`src/rtl/pipe_ctrl.sv`:
```
// Pipeline control sequencer: hazard priority, per-stage write enables / bubbles, halt drain.
// Optional performance counters are compiled in when PIPE_PERF_CNT_EN is defined.
module pipe_ctrl #(
  parameter int CNT_W = 16
) (
  input  logic             clk,
  input  logic             rst,
  input  logic [1:0]       PCSrc,
  input  logic             load_use,
  input  logic             imem_stall,
  input  logic             dmem_stall,
  input  logic             halt_id,
  output logic             pc_we,
  output logic             fd_we,
  output logic             de_we,
  output logic             em_we,
  output logic             mw_we,
  output logic             FD_NOP,
  output logic             DE_NOP,
  output logic             EM_NOP,
  output logic             MW_NOP,
  output logic             halted,
  output logic [CNT_W-1:0] stall_cycles,
  output logic [CNT_W-1:0] flush_count
);

  typedef enum logic [1:0] {
    RUN    = 2'd0,
    DRAIN  = 2'd1,
    HALTED = 2'd2
  } state_t;

  state_t     state_q, state_d;
  logic [1:0] dcnt_q, dcnt_d;

  logic br;
  logic pc_we_c, fd_we_c, de_we_c, em_we_c, mw_we_c;
  logic fd_nop_c, de_nop_c, em_nop_c, mw_nop_c;
  logic stall_evt, flush_evt;

  // PCSrc 2'b10 and 2'b11 both select a redirected PC.
  assign br = PCSrc[1];

  // NOTE: state uses non-blocking assignments so every flop samples pre-edge values.
  always_ff @(posedge clk or negedge rst) begin
    if (!rst) begin
      state_q <= RUN;
      dcnt_q  <= 2'd0;
    end else begin
      state_q <= state_d;
      dcnt_q  <= dcnt_d;
    end
  end

  // NOTE: every variable gets a default first, so no path can infer a latch.
  always_comb begin
    state_d   = state_q;
    dcnt_d    = dcnt_q;
    pc_we_c   = 1'b1;
    fd_we_c   = 1'b1;
    de_we_c   = 1'b1;
    em_we_c   = 1'b1;
    mw_we_c   = 1'b1;
    fd_nop_c  = 1'b0;
    de_nop_c  = 1'b0;
    em_nop_c  = 1'b0;
    mw_nop_c  = 1'b0;
    stall_evt = 1'b0;
    flush_evt = 1'b0;

    unique case (state_q)
      RUN: begin
        if (dmem_stall) begin
          // Freeze everything upstream of MEM; WB receives a bubble.
          pc_we_c   = 1'b0;
          fd_we_c   = 1'b0;
          de_we_c   = 1'b0;
          em_we_c   = 1'b0;
          mw_nop_c  = 1'b1;
          stall_evt = 1'b1;
        end else if (br) begin
          // A halt seen alongside a taken branch is wrong-path and is dropped.
          fd_nop_c  = 1'b1;
          de_nop_c  = 1'b1;
          flush_evt = 1'b1;
        end else if (load_use) begin
          pc_we_c   = 1'b0;
          fd_we_c   = 1'b0;
          de_nop_c  = 1'b1;
          stall_evt = 1'b1;
        end else if (imem_stall) begin
          pc_we_c   = 1'b0;
          fd_nop_c  = 1'b1;
          stall_evt = 1'b1;
        end else if (halt_id) begin
          pc_we_c  = 1'b0;
          fd_nop_c = 1'b1;
          state_d  = DRAIN;
          dcnt_d   = 2'd3;
        end
      end

      DRAIN: begin
        pc_we_c  = 1'b0;
        fd_nop_c = 1'b1;
        if (dmem_stall) begin
          fd_we_c   = 1'b0;
          de_we_c   = 1'b0;
          em_we_c   = 1'b0;
          mw_nop_c  = 1'b1;
          stall_evt = 1'b1;
        end else begin
          dcnt_d = dcnt_q - 2'd1;
          if (dcnt_q == 2'd1) begin
            state_d = HALTED;
          end
        end
      end

      HALTED: begin
        pc_we_c = 1'b0;
        fd_we_c = 1'b0;
        de_we_c = 1'b0;
        em_we_c = 1'b0;
        mw_we_c = 1'b0;
      end

      default: begin
        state_d = RUN;
        dcnt_d  = 2'd0;
      end
    endcase
  end

  // While reset is held the pipe is frozen and every register is told to bubble.
  assign pc_we  = rst & pc_we_c;
  assign fd_we  = rst & fd_we_c;
  assign de_we  = rst & de_we_c;
  assign em_we  = rst & em_we_c;
  assign mw_we  = rst & mw_we_c;
  assign FD_NOP = ~rst | fd_nop_c;
  assign DE_NOP = ~rst | de_nop_c;
  assign EM_NOP = ~rst | em_nop_c;
  assign MW_NOP = ~rst | mw_nop_c;
  assign halted = (state_q == HALTED);

`ifdef PIPE_PERF_CNT_EN
  logic [CNT_W-1:0] stall_q, flush_q;

  always_ff @(posedge clk or negedge rst) begin
    if (!rst) begin
      stall_q <= '0;
      flush_q <= '0;
    end else begin
      if (stall_evt && (stall_q != '1)) begin
        stall_q <= stall_q + CNT_W'(1);
      end
      if (flush_evt && (flush_q != '1)) begin
        flush_q <= flush_q + CNT_W'(1);
      end
    end
  end

  assign stall_cycles = stall_q;
  assign flush_count  = flush_q;
`else
  logic unused_evt;
  assign unused_evt   = stall_evt ^ flush_evt;
  assign stall_cycles = '0;
  assign flush_count  = '0;
`endif

endmodule

```
`config.mk`:
```
export PLATFORM = sky130hd
export DESIGN_NAME = pipe_ctrl
export DESIGN_NICKNAME = d
export VERILOG_FILES = /design/src/rtl/pipe_ctrl.sv
export SDC_FILE = /design/constraint.sdc
export NUM_CORES = 1
export LEC_CHECK = 0
export CORE_MARGIN = 5
export CORE_UTILIZATION = 30
export DETAILED_ROUTE_END_ITERATION = 8
export PLACE_DENSITY = 0.76
export SYNTH_ARGS = -nofsm -noshare
export SYNTH_HDL_FRONTEND = slang
export SYNTH_SLANG_ARGS = --single-unit
```
`constraint.sdc`:
```
create_clock -name clk -period 1.75 [get_ports clk]
set_clock_uncertainty 0.15 [all_clocks]
set_input_delay 0.35 -clock clk [delete_from_list [all_inputs] [get_ports clk]]
set_output_delay 0.35 -clock clk [all_outputs]
set_load 0.02 [all_outputs]
```
==> results by group, run 1 <==
Synthesis
  – Mapped cell area: 653 sq um
  – Top-area cell type share of the netlist area: 37.9%
  – Syn Area/Cell: 7.87 sq um
  – Sequential area share after synthesis: 15.3%
  – Netlist cell types: 24
  – Gate Count Post-Synth: 83
  – Synth area leaders: buf_4 38%, dfrtp_1 15%, ha_1 9.6%
  – Yosys top cell by area: buf_4
  – Yosys reg bits: 4
  – Synth warn: 0

Place
  – Routability congestion estimate: 0.734
  – Port bufs: 16
  – DP Cell Count: 144
  – Post-Place Worst Slack: -755 ps
  – Placed Area: 888 sq um
  – HPWL Detailed: 1330 um

Setup path
  – Nature of the critical path endpoint: primary output
  – Critical Path AT: 1480 ps
  – Critical Path Fanout Max: 3
  – R2r setup slk: -200 ps
  – CP startpoint kind: flop
  – Critical Path RT: 1250 ps
  – CP Class: reg2out
  – Worst r2r src: state_q[0]
  – Reg2Reg Capture Point: state_q[1]
  – Reg2Reg Depth: 9

Clocking
  – Worst-Skew Late Latency: 250 ps
  – Hold_buf cts: 0
  – Cts bufs inserted: 3
  – H-Tree Depth: 1
  – Clock buffer depth: 2
  – # clock sinks: 4
  – Clock Pin Slew Worst Setup and Hold Paths: 40 ps
  – TritonCTS clock tree: done
  – CTS root buffer: clkbuf_4

Global route
  – First-pass GRT wire length: 2500 um
  – Initial antenna violation count: 0
  – GRT Total Usage: 10.4%
  – Largest net degree at the start of global routing: 6
  – Vias in the first global route: 560
  – Grt total ovfl: 0

Timing
  – Final min period: 1980 ps
  – RSZ-0062 raised after global routing: true
  – Fin worst setup slack: -234 ps
  – Setup TNS: -2120 ps
  – Max Clock Freq: 504 MHz
  – Final cycle utilization of the critical path: 113%
  – Slew Limit Fails: 0
  – Setup Viol. Count Final: 12
  – Worst hold margin: 114 ps
  – Count of final hold-check violations: 0

Floorplanning
  – CORE AREA: 0.00202 sq mm
  – Io pins: 50
  – FP Rows: 16
  – Die height: 56.7 um
  – Die Wd: 56.7 um
  – Die area: 0.00321 sq mm
  – Initial core utilization: 32.3%

Final layout
  – Multi-input gate area: 546 sq um
  – Nets: 140
  – Fillers: 187
  – Ratio of cells with drive above 1 in the final layout: 52.0%
  – Layout Utilization: 54.2%
  – Finished Layout Cells: 152
  – Register area: 101 sq um
  – Area growth from synthesis to final layout: 67.8%
  – Final instance area: 0.00110 sq mm
  – Diodes inserted: 0

Detailed routing
  – 1st-iter DRT viols: 3
  – Initial DRT Pass Iterations: 2
  – Via density: 4.09
  – DR WL/cell: 11.8 um
  – Vias: 622
  – Post-Route WL: 1800 um
  – DR DRC count: 0
  – Detail Route Antenna Nets: 0

Worst hold path
  – Hold Path Class: in2async

Pwr
  – Power Internal: 0.836 mW
  – Final Total Pwr: 1.53 mW
  – LEAKAGE: 0.536 nW
  – Sw power: 0.691 mW
  – Pwr/cell area: 1390 mW/mm^2
  – Worst vdd ir: 679 uV
  – Sw Share: 45.2%
  – Clk network pwr share: 8.1%
  – Logic pwr share: 80.3%
  – Register share of total power: 11.7%

Flow run
  – Maxcap violations: 0

Status
  – Status: complete, but fails checks
  – Violated checks: setup timing
registers in the layout, summed over array words and instances, names as in the netlist:
name and count:
dcnt_q 2, state_q 2
final cells by class:
class                      instances  share of cell area (%)
multi-input combinational         70                    49.8
timing repair buffer              41                    33.4
sequential                         4                    9.25
tap                               27                    3.08
inverter                           7                    2.40
clock buffer                       3                    2.05
worst max path at each step:
stage / from / endpoint / cells past startpoint
6_report: state_q[0] / de_we / 7
5_1_grt: state_q[0] / state_q[1] / 9
4_1_cts: state_q[0] / FD_NOP / 5
3_5_place_dp: halt_id / FD_NOP / 4
3_3_place_gp: halt_id / FD_NOP / 4
2_1_floorplan: state_q[1] / pc_we / 5
cells in the mapped netlist:
library cell / n
buf_4: 33
a2bb2oi_1: 3
nand2_1: 3
nor4_1: 1
or4_1: 1
or3_1: 1
o21ai_0: 3
ha_1: 5
nor2_1: 7
o211a_1: 1
a211oi_1: 1
dfrtp_1: 4
a221oi_1: 1
a311o_1: 1
nand2b_1: 1
inv_1: 7
conb_1: 1
or4b_4: 1
o21bai_1: 1
nor2b_1: 3
a31oi_1: 1
a21oi_1: 1
o21ai_1: 1
a2111oi_2: 1
power groups by stage:
stage	logic, mW	registers [mW]	clock network [mW]
floorplan	0.550	0.163	0
global placement	0.827	0.160	0
detailed placement	0.843	0.164	0
CTS	0.953	0.166	0.129
global route	1.32	0.183	0.133
finish	1.23	0.178	0.123
metal layers:
metal	vias to the layer above	part of all wire, %	GRT usage, %
met2	40	51	18.6
li1	301	-	-
met1	278	34	8.98
met5	-	0	0
met4	0	1.2	5.08
met3	3	13	6.19
cell families (layout without fill, tap and decap cells):
family | Yosys count | count (layout) | synth area share, %
adders and majority gates | 5 | 5 | 9.58
DFF | 4 | 4 | 15.3
other | 1 | 32 | 0.574
and+or+nand+nor | 18 | 18 | 14.8
buffers and inverters | 40 | 51 | 42.0
AOI/OAI and AO/OA | 15 | 15 | 17.8
timing repair:
action                                  in CTS  in global routing
buffers inserted                             0                  6
endpoints found under the setup margin      14                 13
resized for setup                           82                 20
pin swaps                                   12                  9
cell usage in the layout (no fill, tap or decap), types with 2 or more instances in the layout:
master,n
dfrtp_1,3
nor2b_4,2
nor2_4,2
buf_4,22
nand2_1,3
inv_2,3
conb_1,32
a2bb2oi_2,2
ha_1,2
nor2_1,3
ha_4,3
inv_1,4
o21ai_0,2
clkbuf_4,3
dlygate4sd2_1,2
buf_6,15
nor2_2,2
worst max-delay path, stage by stage (launching register included):
cell     delay (ps)
dfrtp_2         400
inv_2            70
buf_4           130
buf_6           110
ha_4            160
nand2_1          90
o211a_4         170
buf_6           110
No activity file was read; power rests on OpenSTA's default activity.
==> inputs of run 2 (changes only) <==
RECOVER_POWER = 100   (was not set)
==> run 2 against run 1 <==
Effect of this change: the run still ends with setup timing left; design area down 0.69%; clock-buffer cell count unchanged; global-route usage unchanged; power down 0.21%; non-clock buffer count unchanged; core utilization down 0.37 points; die area unchanged; critical path depth unchanged; clock power about the same; maximum frequency about the same; register-to-register slack about the same; critical path type unchanged; highest routed layer unchanged.
==> results by group, run 2 (synthesis gave the netlist of run 1 again) <==
Status
  – Status: complete, but fails checks
  – Violated checks: setup timing

Clocking
  – Clock buffer depth: 2 (unchanged)
  – Worst-Skew Late Latency: 250 ps (about the same)
  – Cts bufs inserted: 3 (unchanged)
  – H-Tree Depth: 1 (unchanged)
  – # clock sinks: 4 (unchanged)
  – Clock Pin Slew Worst Setup and Hold Paths: 40 ps (about the same)
  – CTS root buffer: clkbuf_4
  – TritonCTS clock tree: done
  – Hold_buf cts: 0 (unchanged)

Pwr
  – Clk network pwr share: 8.1% (about the same)
  – Pwr/cell area: 1400 mW/mm^2 (+0.48%)
  – Power Internal: 0.833 mW (-0.28%)
  – Register share of total power: 11.7% (about the same)
  – LEAKAGE: 0.529 nW (-1.4%)
  – Sw Share: 45.3% (about the same)
  – Sw power: 0.690 mW (-0.12%)
  – Logic pwr share: 80.2% (about the same)
  – Worst vdd ir: 678 uV (about the same)
  – Final Total Pwr: 1.52 mW (-0.21%)

Setup path
  – CP startpoint: state_q[0]
  – Reg2Reg Capture Point: state_q[1]
  – Nature of the critical path endpoint: primary output
  – R2r setup slk: -200 ps (about the same)
  – Critical Path Fanout Max: 3 (unchanged)
  – CP startpoint kind: flop
  – CP Class: reg2out
  – Reg2Reg Depth: 9 (unchanged)
  – Worst r2r src: state_q[0]
  – Critical Path AT: 1490 ps (about the same)
  – Critical Path RT: 1250 ps (about the same)

Final layout
  – Diodes inserted: 0 (unchanged)
  – Ratio of cells with drive above 1 in the final layout: 50.4% (-1.6 points)
  – Area growth from synthesis to final layout: 66.7%
  – Commonest cells after routing, fill and taps aside: 32 x conb_1, 19 x buf_4, 15 x buf_6, 4 x inv_1, 4 x clkbuf_4
  – Biggest regs: dcnt_q: 2 flops, state_q: 2 flops
  – Nets: 140 (unchanged)
  – Most common cell after layout, fill and taps aside: conb_1

Global route
  – Busiest grt layer: met2
  – Vias in the first global route: 560 (unchanged)
  – GRT Total Usage: 10.4% (unchanged)
  – Met2 track utilization from global routing: 18.6% (unchanged)
  – GR Layer Usage met3: 6.19% (unchanged)
  – First-pass GRT wire length: 2500 um (unchanged)
  – Largest net degree at the start of global routing: 6 (unchanged)
  – Met1 global-route usage: 8.98% (unchanged)
  – Grt total ovfl: 0 (unchanged)
  – Initial antenna violation count: 0 (unchanged)

Place
  – HPWL Detailed: 1330 um (unchanged)
  – Routability congestion estimate: 0.734 (unchanged)
  – Port bufs: 16 (unchanged)

Detailed routing
  – Vias: 625 (+0.48%)
  – 1st-iter DRT viols: 3 (unchanged)
  – Via density: 4.11 (+0.48%)
  – Initial DRT Pass Iterations: 2 (unchanged)
  – Detail Route Antenna Nets: 0 (unchanged)
  – DR DRC count: 0 (unchanged)
  – DR WL/cell: 11.9 um (about the same)
  – Post-Route WL: 1800 um (about the same)

Floorplanning
  – Die height: 56.7 um (unchanged)
  – CORE AREA: 0.00202 sq mm (unchanged)
  – Die area: 0.00321 sq mm (unchanged)
  – FP Rows: 16 (unchanged)
  – Die Wd: 56.7 um (unchanged)
  – Initial core utilization: 32.3% (unchanged)
  – Io pins: 50 (unchanged)

Timing
  – Max Clock Freq: 504 MHz (about the same)
  – Slew Limit Fails: 0 (unchanged)
  – Final min period: 1990 ps (+0.801 ps)
  – RSZ-0062 raised after global routing: true
  – Fin worst setup slack: -235 ps (-0.801 ps)
  – Count of final hold-check violations: 0 (unchanged)
  – Setup TNS: -2110 ps (+4.22 ps)
  – Setup Viol. Count Final: 12 (unchanged)
  – Final cycle utilization of the critical path: 113% (about the same)

Flow run
  – Maxcap violations: 0 (unchanged)

Worst hold path
  – Hold Path Class: in2async
## run 2: worst max-delay path by stage
stage                       to  depth (start not counted)
floorplan                pc_we                          5
global placement        FD_NOP                          4
finish                   de_we                          7
global route        state_q[1]                          9
detailed placement      FD_NOP                          4
CTS                     FD_NOP                          5
## run 2: worst max-delay path, stage by stage, from the launching register on
cell and delay, ps:
dfrtp_2 400, inv_2 70, buf_4 130, buf_6 110, ha_4 160, nand2_1 90, o211a_4 170, buf_6 110
## run 2: power by group through the flow
stage	Combinational, mW	Sequential (mW)	Clock (mW)
floorplan	0.550	0.163	0
global placement	0.827	0.160	0
detailed placement	0.843	0.164	0
CTS	0.953	0.166	0.129
global route	1.32	0.183	0.133
finish	1.22	0.178	0.123
## run 2: what timing repair did
item                                    4_1_cts  5_1_grt
setup buffers                                 0        6
endpoints found under the setup margin       14       13
cloned                                        0        0
pin swaps                                    12        9
resized for setup                            82       20
## run 2: cell type report
class / count / area [sq um]
Clock buffer: 3 / 22.5
Fill cell: 191 / 933
Inverter: 7 / 26.3
Multi-Input combinational cell: 70 / 546
Sequential cell: 4 / 101
Tap cell: 27 / 33.8
Timing Repair Buffer: 41 / 359
## run 2: routing by layer
| metal | wire length (um) | part of all wire, % |
|---|---|---|
| met1 | 620 | 34 |
| met2 | 917 | 51 |
| met3 | 243 | 13 |
| met4 | 21 | 1.2 |
| met5 | 0 | 0 |
## run 2: through the flow
stage	util, %	cell area [sq um]	hold WS (ps)	setup slack, ps	std cells
global route	53.8	1090	264	-285	152
floorplan	-	792	-95.6	-6.07	114
detailed placement	43.9	888	401	-755	144
CTS	47.3	957	112	-246	146
global placement	43.9	888	388	-759	144
finish	53.8	1090	228	-235	152
==> inputs of run 3 (changes only) <==
HOLD_SLACK_MARGIN = 0.05   (was not set)
==> results of run 3 <==
The final DEF is identical to that of run 2; final timing and power are the same.
